`src/rtl/twos_sm_stream_encode.sv`:
```
// Two's complement -> signed-magnitude lane encoder; TWOS_SM_SAT_FSN_EN maps -256 to 9'h1FF instead of 9'h100.
// Latency 2 cycles, 1 beat/cycle; full valid/ready backpressure, s_ready falls only when both stages are stalled.
module twos_sm_stream_encode #(
  parameter int LANES = 8,
  parameter int DW    = 9,
  parameter int CNT_W = 32
) (
  input  logic                  clk,
  input  logic                  rst,
  input  logic                  s_valid,
  output logic                  s_ready,
  input  logic [LANES*DW-1:0]   s_data,
  output logic                  m_valid,
  input  logic                  m_ready,
  output logic [LANES*DW-1:0]   m_data,
  input  logic                  fsn_clr,
  output logic [CNT_W-1:0]      fsn_count
);

  localparam int PCW = $clog2(LANES + 1);
  localparam logic [DW-1:0] FSN_CODE = {1'b1, {(DW-1){1'b0}}};
`ifdef TWOS_SM_SAT_FSN_EN
  localparam logic [DW-1:0] FSN_OUT = {DW{1'b1}};
`else
  localparam logic [DW-1:0] FSN_OUT = FSN_CODE;
`endif

  generate
    if (DW != 9) begin : g_dw_check
      $error("twos_sm_stream_encode: DW must be 9");
    end
  endgenerate

  logic                v1, v2;
  logic                adv1, adv2;
  logic [LANES*DW-1:0] d1;
  logic [LANES-1:0]    neg1, fsn1;
  logic [LANES-1:0]    neg_in, fsn_in;
  logic [PCW-1:0]      fsn_pc;
  logic [LANES*DW-1:0] sm_res;
  logic [CNT_W:0]      cnt_sum;

  // s_ready depends on m_ready only, never on s_valid
  assign adv2    = v1 && (!v2 || m_ready);
  assign s_ready = !v1 || adv2;
  assign adv1    = s_valid && s_ready;
  assign m_valid = v2;

  always_comb begin
    neg_in = '0;
    fsn_in = '0;
    fsn_pc = '0;
    for (int i = 0; i < LANES; i++) begin
      neg_in[i] = s_data[i*DW + DW - 1];
      fsn_in[i] = (s_data[i*DW +: DW] == FSN_CODE);
      fsn_pc    = fsn_pc + PCW'(fsn_in[i]);
    end
  end

  always_ff @(posedge clk) begin
    if (rst) begin
      v1   <= 1'b0;
      d1   <= '0;
      neg1 <= '0;
      fsn1 <= '0;
    end else if (adv1) begin
      v1   <= 1'b1;
      d1   <= s_data;
      neg1 <= neg_in;
      fsn1 <= fsn_in;
    end else if (adv2) begin
      v1   <= 1'b0;
    end
  end

  always_comb begin
    sm_res = '0;
    for (int i = 0; i < LANES; i++) begin
      if (!neg1[i])
        sm_res[i*DW +: DW] = d1[i*DW +: DW];
      else if (fsn1[i])
        sm_res[i*DW +: DW] = FSN_OUT;
      else
        sm_res[i*DW +: DW] = {1'b1, (~d1[i*DW +: DW-1]) + (DW-1)'(1)};
    end
  end

  always_ff @(posedge clk) begin
    if (rst) begin
      v2     <= 1'b0;
      m_data <= '0;
    end else if (adv2) begin
      v2     <= 1'b1;
      m_data <= sm_res;
    end else if (m_ready) begin
      v2     <= 1'b0;
    end
  end

  // Extra top bit catches overflow so the counter saturates instead of wrapping
  assign cnt_sum = {1'b0, fsn_count} + (CNT_W+1)'(fsn_pc);

  always_ff @(posedge clk) begin
    if (rst || fsn_clr)
      fsn_count <= '0;
    else if (adv1)
      fsn_count <= cnt_sum[CNT_W] ? {CNT_W{1'b1}} : cnt_sum[CNT_W-1:0];
  end

endmodule

```
`config.mk`:
```
export PLATFORM = sky130hd
export DESIGN_NAME = twos_sm_stream_encode
export DESIGN_NICKNAME = d
export VERILOG_FILES = /design/src/rtl/twos_sm_stream_encode.sv
export SDC_FILE = /design/constraint.sdc
export NUM_CORES = 1
export LEC_CHECK = 0
export CELL_PAD_IN_SITES_DETAIL_PLACEMENT = 1
export CELL_PAD_IN_SITES_GLOBAL_PLACEMENT = 1
export CORE_MARGIN = 2
export CORE_UTILIZATION = 41
export DETAILED_ROUTE_END_ITERATION = 12
export PLACE_DENSITY = 0.91
export SETUP_SLACK_MARGIN = 0.2
export SLEW_MARGIN = 20
export SYNTH_ARGS = -nofsm -noshare
export SYNTH_HDL_FRONTEND = slang
export SYNTH_SLANG_ARGS = --single-unit
```
`constraint.sdc`:
```
create_clock -name clk -period 9.9 [get_ports clk]
set_input_delay 2.475 -clock clk [delete_from_list [all_inputs] [get_ports clk]]
set_output_delay 2.475 -clock clk [all_outputs]
set_load 0.1 [all_outputs]
```
Word-level counts from Yosys, hierarchy flattened
Index checks and enable logic that the tools add are counted.
Widths: inputs -> output; s select.

word-level totals
  word-level logic and storage cells = 69
  register bits = 194

operators by class
  add/subtract/negate cells = 16
  equality and inequality tests = 8
  multiplexer cells = 21
  reduce and logical (&&, ||, !) cells = 9
  bitwise operators = 8

operators by type and width
  cell                 number
  $eq 9x9->1 const B   8
  $mux 9               8
  $add 8x1->8 const B  8
  $mux 8               8
  $not 8->8            8
  $add 32x4->33        1
  $mux 32              1
  $add 4x1->4          4
  $add 3x1->4          1
  $mux 1               4
  $reduce_bool 2->1    2
  $add 2x1->3          1
  $logic_or 1x1->1     3
  $add 1x1->2          1
  $logic_and 1x1->1    2
  $logic_not 1->1      2

Depth between registers and ports, before layout
  depth after elaboration = 10
  depth in mapped cells = 16
  mapped depth without buffers = 14

Worst setup path before layout
No wires, ideal clock.

  kind = input -> register
  start = input s_data[3]
  end = register fsn_count[23]
  required time = 9.825 ns
  stages on the path = 16
  setup slack = 3.757 ns
  arrival = 6.068 ns
  cells stage by stage = nor4_1 -> and4b_1 -> fa_1 -> inv_1 -> fa_1 -> fa_1 -> fa_1 -> inv_1 -> fa_1 -> nand3_1 -> a211oi_2 -> and4_1 -> buf_2 -> nand2_1 -> clkbuf_1 -> a31oi_1

on the way
  word-level cells in the longest chain between the ends = 10

RTL lines
  what                      RTL line  source
  from (decl)               12        input logic [LANES*DW-1:0] s_data,
  $eq 9x9->1                55        fsn_in[i] = (s_data[i*DW +: DW] == FSN_CODE);
  named net fsn_in[0]       38        logic [LANES-1:0] neg_in, fsn_in;
  $add 1x1->2               56        fsn_pc = fsn_pc + PCW'(fsn_in[i]);
  $add 2x1->3               56
  $add 3x1->4               56
  $add 4x1->4 (4 in a row)  56
  $add 32x4->33             101       assign cnt_sum = {1'b0, fsn_count} + (CNT_W+1)'(fsn_pc);
  $mux 32                   107       fsn_count <= cnt_sum[CNT_W] ? {CNT_W{1'b1}} : cnt_sum[CNT_W-1:0];
  to (signal assigned)      107
  to (decl)                 17        output logic [CNT_W-1:0] fsn_count

The timed path passes the listed nets, and every way through them passes these cells.
A chain may end at the register's enable or synchronous reset.

Final worst setup path
  start = input s_data[4]
  end = register fsn_count[28]

The elaborated chain is that of the path after synthesis.

==> run metrics <==
Fin. Hold Viols 0; setup slack after layout ~2.4 ns; outcome finished clean; Synth Warn # 0; worst-skew pair later-pin latency roughly 0.43 ns; total grt overflow 0; max_slew headroom roughly a quarter; layout cells sized above 1 under 10%; setup_tns 0 ns; WL final 28000 um; main combinational cell family by area after synthesis simple AND/OR/NAND/NOR gates; syn nets 1231; LEAKAGE between 4 and 5 nW; TritonCTS Buffers 17; ys async rst share 0%; clock-pin slew of the registers on the worst-case setup and hold paths roughly 0.07 ns; CTS tree built; final-report max-slew violation count 0; area grow syn2layout 28.2%; highest routed layer met4; fillers about 2600; clock tree root driver cell clkbuf_16; DR vias/cell 5.63; Routed Antenna Nets 0; Post-Syn Area per Cell 7.89 um^2; most frequent cells in the layout 197 x nand2_1, 186 x dfxtp_1, 181 x clkdlybuf4s50_1, 158 x a21oi_1, 115 x nor2_1; core area 21600 um^2; IO buf count roughly 180; # rows 54; Post-CTS Setup Bufs 0; Final Skew ~0.012 ns; number of synthesized flops with an enable pin 0; Max Cap Violations 0; Pwr Density between 150 and 200 nW/um^2; Fin Hold WS between 0.4 and 0.5 ns; Worst VDD drop ~0.10 mV; DIE HEIGHT 152 um; DIE AREA between 20000 and 25000 um^2; crit path DAT around 7.8 ns; worst endpoint required time 10.24 ns; first-pass GRT wire length 46100 um; ys flop type dfxtp_1; clock sink count 186; largest net degree at the start of global routing just under 90; Hold Path Class reg2reg; CTS Buffer Depth 2; Vias a little under 9000; Synth Area in XOR/XNOR 1.86%; Yosys cell types 67; Synth Area in Adders slightly above 3%; complex-gate fraction of the synthesized area a little over a fifth; flops & latches, synth approximately 190; actual slew at the worst max-slew pin 1.10 ns; mux share of post-synthesis cell area 2.81%; vias in the first global route between 8000 and 9000; routed wl met3 approximately 1000 um; Finish-stage setup viols 0; Post-route DRC 0; crit-path max FO 23; Post-CTS Hold Buffers 0; Post-Syn Instances approximately 1100; WL met2 between 10000 and 15000 um; DP HPWL between 15000 and 20000 um; critical path endpoint category flip-flop; CP Class in2reg; simple-gate area share of the yosys netlist 25.0%; initial antenna violation count 0; period utilization approximately three quarters; Initial DRC Count between 400 and 500; Final #Nets 1366; synthesized area 8960 um^2; num ports approximately 180; drt pass-1 iters 5; Tmin final between 7 and 8 ns; commonest non-fill, non-tap cell in the layout nand2_1; Avg WL per Cell roughly 18 um; Peak Freq around 0.13 GHz; DRT met1 WL between 10000 and 15000 um; Diodes inserted 0; sequential area share after synthesis 41.6%; cts repair resizes 0; GRT Util Overall approximately 24%; Initial Utilization 41.4%; RSZ-0062 raised after global routing no; htree depth 4; DIE WIDTH ~150 um; dpl ws ~1.9 ns; CP Launch Type primary input; GPL Wtd Cong approximately 0.85
## metal layers
layer | vias up | track usage (%)
met3 | 35 | 4.16
li1 | 4287 | -
met2 | 186 | 42.2
met5 | - | 0
met1 | 4276 | 30.7
met4 | 0 | 6.68
## state kept, by name, summed over array words and instances (netlist names)
| signal | count |
|---|---|
| m_valid | 1 |
| v1 | 1 |
| fsn_count | 32 |
| m_data | 72 |
| d1 | 72 |
| fsn1 | 8 |
## Yosys cell counts, drive strengths merged (2+ instances only)
master | count | area share, %
o21ai | 24 | 1.3
and4 | 3 | 0.31
nor4 | 18 | 1.6
o221ai | 5 | 0.49
buf | 9 | 0.45
nor3 | 31 | 1.7
o211ai | 11 | 1.1
a211oi | 46 | 3.9
or3 | 4 | 0.28
inv | 41 | 1.7
nand3 | 18 | 1.1
o221a | 2 | 0.25
or4 | 9 | 0.75
and3 | 4 | 0.29
a21oi | 158 | 8.8
a311oi | 8 | 0.78
and2 | 4 | 0.28
mux2 | 9 | 1.1
nand3b | 5 | 0.42
nand4b | 5 | 0.49
o31ai | 2 | 0.17
nor3b | 16 | 1.3
xnor2 | 3 | 0.29
nor2 | 117 | 5.0
xor2 | 16 | 1.6
nor2b | 16 | 1.1
clkinv | 5 | 0.21
dfxtp | 186 | 42
nand4 | 11 | 0.94
o2111ai | 4 | 0.39
nand2b | 2 | 0.14
ha | 14 | 2.0
a2bb2oi | 7 | 0.68
a221oi | 9 | 0.88
or2 | 4 | 0.28
and4b | 2 | 0.22
fa | 5 | 1.1
a31oi | 15 | 1.0
mux2i | 15 | 1.7
nand2 | 198 | 8.3
clkbuf | 61 | 2.6
## path summary, 6_finish.rpt
kind | startpoint | endpoint | slack [ns] | depth (start not counted)
min | m_data[8] | m_data[8] | 0.46 | 2
min reg2reg | m_data[8] | m_data[8] | 0.46 | 2
max reg2reg | fsn_count[0] | fsn_count[28] | 5.04 | 12
max | s_data[4] | fsn_count[28] | 2.44 | 15
## worst max-delay path, cell delays in order
cell,delay (ns)
clkdlybuf4s50_1,0.43
nor4_1,0.26
and4b_1,0.34
fa_1,0.45
inv_1,0.08
fa_1,0.42
fa_1,0.46
fa_1,0.40
inv_1,0.08
fa_1,0.21
nand3_1,0.13
a211oi_2,0.69
and4_1,0.48
nand2_1,0.55
a21oi_1,0.35
## power by group
group	internal, W	switching (W)	leakage [nW]
clock network	0.000384	0.000295	0.282
logic	0.000119	0.000260	2.31
registers	0.000784	0.0000366	1.52
## logic make-up (layout without fill, tap and decap cells)
family / count (synthesis) / after routing
buffers and inverters: 116 / 262
xor gates and xnor gates: 19 / 19
DFF: 186 / 186
adders and majority gates: 19 / 19
AOI/OAI and AO/OA: 301 / 301
and+or+nand+nor: 470 / 470
muxes: 24 / 24
## through the flow
stage / area, um^2 / total power [W] / cells / util [%]
2_1_floorplan: 8960 / 0.00110 / 1135 / -
3_3_place_gp: 10900 / 0.00120 / 1531 / 50.5
3_5_place_dp: 10900 / 0.00121 / 1531 / 50.5
4_1_cts: 11500 / 0.00189 / 1561 / 53.1
5_1_grt: 11500 / 0.00195 / 1561 / 53.1
6_report: 11500 / 0.00188 / 1561 / 53.1
## cell type report
type / count / area (um^2) / share of cell area (%)
Clock buffer: 20 / 457 / 3.98
Sequential cell: 186 / 3720 / 32.4
Timing Repair Buffer: 186 / 1850 / 16.1
Tap cell: 280 / 350 / 3.05
Inverter: 46 / 173 / 1.50
Clock inverter: 10 / 118 / 1.02
Multi-Input combinational cell: 833 / 4810 / 41.9
Power figures use the tool's default switching activity.
